<file path="src/rtl/timer_irq_ctrl.sv">
// Machine-timer interrupt controller: prescaled 64-bit mtime, 64-bit mtimecmp
// comparator, and an interrupt sequencer with optional periodic auto-reload.
module timer_irq_ctrl #(
  parameter int X_LEN      = 32,
  parameter int PRESCALE_W = 8
) (
  input  logic             clk,
  input  logic             reset,
  input  logic             cfg_we,
  input  logic [2:0]       cfg_addr,
  input  logic [X_LEN-1:0] cfg_wdata,
  output logic [X_LEN-1:0] cfg_rdata,
  input  logic             enable_design,
  input  logic             irq_prep,
  input  logic             mret_inst,
  output logic             timer_timeout,
  output logic             mtip_o
);

  typedef enum logic [1:0] {
    IDLE    = 2'd0,
    COUNT   = 2'd1,
    PENDING = 2'd2,
    SERVICE = 2'd3
  } state_t;

  state_t                  state, state_next;
  logic [63:0]             mtime, mtimecmp;
  logic [31:0]             period;
  logic [PRESCALE_W-1:0]   presc, pcnt;
  logic                    en, auto_reload;
  logic                    cmp, tick, reload, clear_en;

  logic wr_mtime_lo, wr_mtime_hi, wr_cmp_lo, wr_cmp_hi, wr_ctrl, wr_period;

  assign wr_mtime_lo = cfg_we && (cfg_addr == 3'd0);
  assign wr_mtime_hi = cfg_we && (cfg_addr == 3'd1);
  assign wr_cmp_lo   = cfg_we && (cfg_addr == 3'd2);
  assign wr_cmp_hi   = cfg_we && (cfg_addr == 3'd3);
  assign wr_ctrl     = cfg_we && (cfg_addr == 3'd4);
  assign wr_period   = cfg_we && (cfg_addr == 3'd6);

  assign cmp    = (mtime >= mtimecmp);
  // The comparator is true for all-zero registers, so hold the mirror low during reset.
  assign mtip_o = cmp & ~reset;

  // NOTE: asynchronous reset lives in the sensitivity list; every flop here is a
  // plain register (no memories), so all of them can be cleared.
  always_ff @(posedge clk or posedge reset) begin
    if (reset) begin
      state         <= IDLE;
      timer_timeout <= 1'b0;
    end else begin
      // NOTE: sequential state uses non-blocking assignment so all flops sample
      // pre-edge values regardless of statement order.
      state         <= state_next;
      timer_timeout <= (state_next == PENDING);
    end
  end

  always_comb begin
    // NOTE: default first so every path assigns state_next and no latch is inferred.
    state_next = state;
    if (!en) begin
      state_next = IDLE;
    end else begin
      unique case (state)
        IDLE:    state_next = COUNT;
        COUNT:   if (cmp) state_next = PENDING;
        PENDING: begin
          if (irq_prep)  state_next = SERVICE;
          else if (!cmp) state_next = COUNT;
        end
        SERVICE: if (mret_inst) state_next = auto_reload ? COUNT : IDLE;
        default: state_next = IDLE;
      endcase
    end
  end

  always_comb begin
    tick     = en && enable_design;
    reload   = en && (state == SERVICE) && mret_inst && auto_reload
               && !(wr_cmp_lo || wr_cmp_hi);
    clear_en = en && (state == SERVICE) && mret_inst && !auto_reload;
  end

  always_ff @(posedge clk or posedge reset) begin
    if (reset) begin
      mtime       <= '0;
      mtimecmp    <= '0;
      period      <= '0;
      presc       <= '0;
      pcnt        <= '0;
      en          <= 1'b0;
      auto_reload <= 1'b0;
    end else begin
      // A software write to mtime suppresses that cycle's increment entirely.
      if (wr_mtime_lo || wr_mtime_hi) begin
        if (wr_mtime_lo) mtime[31:0]  <= cfg_wdata[31:0];
        if (wr_mtime_hi) mtime[63:32] <= cfg_wdata[31:0];
        pcnt <= '0;
      end else if (tick) begin
        if (pcnt == presc) begin
          pcnt  <= '0;
          mtime <= mtime + 64'd1;
        end else begin
          pcnt <= pcnt + PRESCALE_W'(1);
        end
      end

      if (reload)    mtimecmp        <= mtimecmp + {32'd0, period};
      if (wr_cmp_lo) mtimecmp[31:0]  <= cfg_wdata[31:0];
      if (wr_cmp_hi) mtimecmp[63:32] <= cfg_wdata[31:0];

      if (wr_ctrl) begin
        en          <= cfg_wdata[0];
        auto_reload <= cfg_wdata[1];
        presc       <= cfg_wdata[8 +: PRESCALE_W];
      end else if (clear_en) begin
        en <= 1'b0;
      end

      if (wr_period) period <= cfg_wdata[31:0];
    end
  end

  always_comb begin
    cfg_rdata = '0;
    unique case (cfg_addr)
      3'd0:    cfg_rdata = X_LEN'(mtime[31:0]);
      3'd1:    cfg_rdata = X_LEN'(mtime[63:32]);
      3'd2:    cfg_rdata = X_LEN'(mtimecmp[31:0]);
      3'd3:    cfg_rdata = X_LEN'(mtimecmp[63:32]);
      3'd4:    cfg_rdata = X_LEN'({presc, 6'd0, auto_reload, en});
      3'd5:    cfg_rdata = X_LEN'({1'b0, state, timer_timeout});
      3'd6:    cfg_rdata = X_LEN'(period);
      default: cfg_rdata = '0;
    endcase
  end

endmodule

</file>
<file path="config.mk">
export PLATFORM = sky130hd
export DESIGN_NAME = timer_irq_ctrl
export DESIGN_NICKNAME = d
export VERILOG_FILES = /design/src/rtl/timer_irq_ctrl.sv
export SDC_FILE = /design/constraint.sdc
export NUM_CORES = 1
export LEC_CHECK = 0
export BUFFER_PORTS_ARGS = -buffer_cell sky130_fd_sc_hd__buf_2
export CORE_MARGIN = 2
export CORE_UTILIZATION = 35
export DETAILED_ROUTE_END_ITERATION = 16
export HOLD_SLACK_MARGIN = 0.08
export MAX_ROUTING_LAYER = met4
export SLEW_MARGIN = 20
export SYNTH_ARGS = -nofsm -noshare
export SYNTH_HDL_FRONTEND = slang
export SYNTH_SLANG_ARGS = --single-unit
</file>
<file path="constraint.sdc">
create_clock -name clk -period 7.28 [get_ports clk]
set_input_delay 0.728 -clock clk [delete_from_list [all_inputs] [get_ports clk]]
set_output_delay 0.728 -clock clk [all_outputs]
set_load 0.02 [all_outputs]
</file>
==> impl_metrics.py <==
metrics = {
    "synth": {
        "ys_types": 76,
        "syn_area_per_cell_um2": 8.368,
        "yosysMostFrequentCell": "a21oi_1",
        "yosys.area.top_type_share_pct": 32.26,
        "syn_area_mm2": 0.01404,
        "synth_top_cell_by_area": "dfrtp_1",
        "synth-seq-cells": 181,
        "ys_seq_area_share_pct": 32.26,
        "yosys_warnings": 0,
        "yosys-top-cells-area": "dfrtp_1, ha_1, a21oi_1",
        "syn_nets": 1818,
        "synthTopCellsByCount": "a21oi_1, nand2_1, dfrtp_1",
        "synth_edf_count": 0,
        "async_flop_share_pct": 100.0,
        "synthCells": 1678,
        "synth_ff_type": "dfrtp_1",
    },
    "global_routing": {
        "grt-ovfl-total": 0,
        "grt_start_max_net_pins": 81,
        "grt_pass1_vias": 12910,
        "grt_usage_pct": 26.64,
        "grt_pass1_wl_um": 81520,
        "antenna_found_initial": 1,
    },
    "timing": {
        "setup_tns_ps": 0,
        "tightest_slew_ps": 1077,
        "final_max_slew_viol_count": 0,
        "skew_ps": 12.47,
        "max_freq_mhz": 223.5,
        "fin_crit_ps": 4474,
        "min_period_over_period_pct": 61.46,
        "slew_headroom_pct": 28.22,
        "rsz0062_at_grt": "false",
        "setup_viol": 0,
        "hold_viol": 0,
    },
    "critical_path": {
        "start_kind": "flip-flop",
        "worst_ep_required_time_ps": 6550,
        "cpMaxStageDelayCell": "dfrtp_1",
        "critPathKind": "flip-flop to primary output",
        "path_max_fanout": 7,
        "crit_family": "compound AO/OA/AOI/OAI gates",
        "cp-end-kind": "primary output",
        "r2r_end": "mtimecmp[54]$_DFFE_PP0P_",
        "reg2reg_depth": 13,
        "cp_slowest_stage_delay_ps": 620,
        "reg2reg_slack_ps": 3160,
        "path_cells": "inv_1, ha_1, nor2b_1, o21ai_0, nand2b_1, a21oi_1, o21ai_0, a221oi_1, o21ai_0, and2_1, buf_2",
        "critPathArrivalTime_ps": 3750,
        "critPathBufInv": 2,
        "reg2reg_from": "mtimecmp[0]$_DFFE_PP0P_",
        "path_common_cell": "o21ai_0",
    },
    "pwr": {
        "p_leak_nw": 6.724,
        "clockPowerShare_pct": 22.5,
        "p_int_mw": 2.598,
        "power.combinational.fraction_pct": 39.9,
        "power_switching_mw": 1.899,
        "ir_drop_mv": 0.1525,
        "swShare_pct": 42.23,
        "seq_power_share_pct": 37.7,
        "power_density_mw_per_mm2": 290.1,
        "p_total_mw": 4.497,
    },
    "floorplan": {
        "die_w_um": 204.3,
        "coreArea_mm2": 0.03964,
        "die_h_um": 204.3,
        "die_area_mm2": 0.04174,
        "rows": 73,
        "ios": 75,
        "start_util_pct": 35.42,
    },
    "clocking": {
        "clockBufferDepth": 2,
        "cts.sinks": 181,
        "clk_pin_slew_worst_paths_ps": 70,
        "clkLatencyLatePin_ps": 460,
        "tritoncts": "done",
        "cts-root-buf": "clkbuf_16",
        "ctsHtreeMaxLevel": 4,
        "post_cts_buffers": 0,
        "cts_hold_buf": 0,
        "cts_made_buffers": 17,
        "cts_resized": 0,
    },
    "placed_design": {
        "port_buffers": 74,
        "globalplace.congestion": 0.9740,
        "detailed_place_hpwl_um": 39960,
    },
    "drt": {
        "firstDrtPassIters": 8,
        "via_per_inst": 6.249,
        "ant_nets": 0,
        "drc": 0,
        "drtIter0Drc": 1363,
        "wl_um": 53990,
        "drt-wirelength-per-cell_um": 24.10,
        "vias": 14000,
    },
    "layout": {
        "nNetsFinal": 1842,
        "num-fill-cells": 4025,
        "area_growth_syn_to_layout_pct": 10.40,
        "drive_gt1_share_pct": 13.19,
    },
    "outcome": {
        "status": "completed",
    },
    "min_path": {
        "hold_class": "input pin to asynchronous set/reset pin",
    },
    "run": {
        "drv_cap": 0,
    },
}
how the worst max path moves through the flow:
stage,depth (start not counted),from,to
after global placement,11,cfg_addr[0],mtimecmp[60]$_DFFE_PP0P_
after global routing,12,mtimecmp[49]$_DFFE_PP0P_,mtip_o
after floorplan,2,reset,mtip_o
after CTS,11,mtimecmp[50]$_DFFE_PP0P_,mtip_o
final,11,mtimecmp[50]$_DFFE_PP0P_,mtip_o
after detailed placement,11,cfg_addr[0],mtimecmp[60]$_DFFE_PP0P_
state kept, by name, indices dropped and copies added, names as in the netlist:
name           count
mtime             64
mtimecmp          64
period            32
pcnt               8
presc              8
state              2
auto_reload        1
en                 1
timer_timeout      1
layer usage:
metal,up-vias,global-route usage [%],wire length (um)
met5,-,-,0
met4,0,11.75,2448
met3,150,4.321,4746
met2,707,39.07,23670
met1,6898,36.14,23130
li1,6242,-,-
final cells by class:
cell class	count	area, um2	area share, %
Antenna cell	1	2.502	0.01614
Clock buffer	21	460.4	2.970
Clock inverter	10	153.9	0.9927
Inverter	102	390.4	2.518
Multi-Input combinational cell	1308	8803	56.79
Sequential cell	181	4529	29.22
Tap cell	525	656.9	4.237
Timing Repair Buffer	92	505.5	3.261
cell families after synthesis:
logic type                 Yosys count  synth area share [%]
and+or+nand+nor                    552                 19.33
AOI/OAI and AO/OA                  534                 23.00
buffers and inverters              189                 5.230
DFF                                181                 32.26
adders and majority gates           99                 8.875
muxes                               89                 9.195
xor gates and xnor gates            34                 2.121
cell usage in the layout (no fill, tap or decap), types with 46 or more instances in the layout:
cell and n:
mux2_2 47, o21ai_0 124, nand4_1 46, buf_2 74
dfrtp_1 181, a21oi_1 192, ha_1 98, nor2_1 113
nand3_1 73, inv_1 100, nand2_1 187
power groups by stage:
stage / sequential, mW / combinational (mW) / clock, mW
2_1_floorplan: 1.49 / 1.34 / 0
3_3_place_gp: 1.67 / 1.73 / 0
3_5_place_dp: 1.68 / 1.76 / 0
4_1_cts: 1.67 / 1.77 / 1.02
5_1_grt: 1.72 / 1.99 / 1.06
6_report: 1.69 / 1.79 / 1.01
stage by stage:
| stage | setup slack [ps] | hold WS (ps) | cells | instance area [um2] | utilization [%] |
|---|---|---|---|---|---|
| 3_5_place_dp | 3074 | 530.1 | 2208 | 14890 | 37.55 |
| 5_1_grt | 2702 | 361.6 | 2239 | 15500 | 39.10 |
| 3_3_place_gp | 3108 | 519.2 | 2208 | 14890 | 37.55 |
| 2_1_floorplan | 1510 | 500.6 | 1678 | 14040 | - |
| 4_1_cts | 2785 | 348.4 | 2239 | 15500 | 39.10 |
| 6_report | 2806 | 308.4 | 2240 | 15500 | 39.11 |
(Power assumes the default switching activity.)
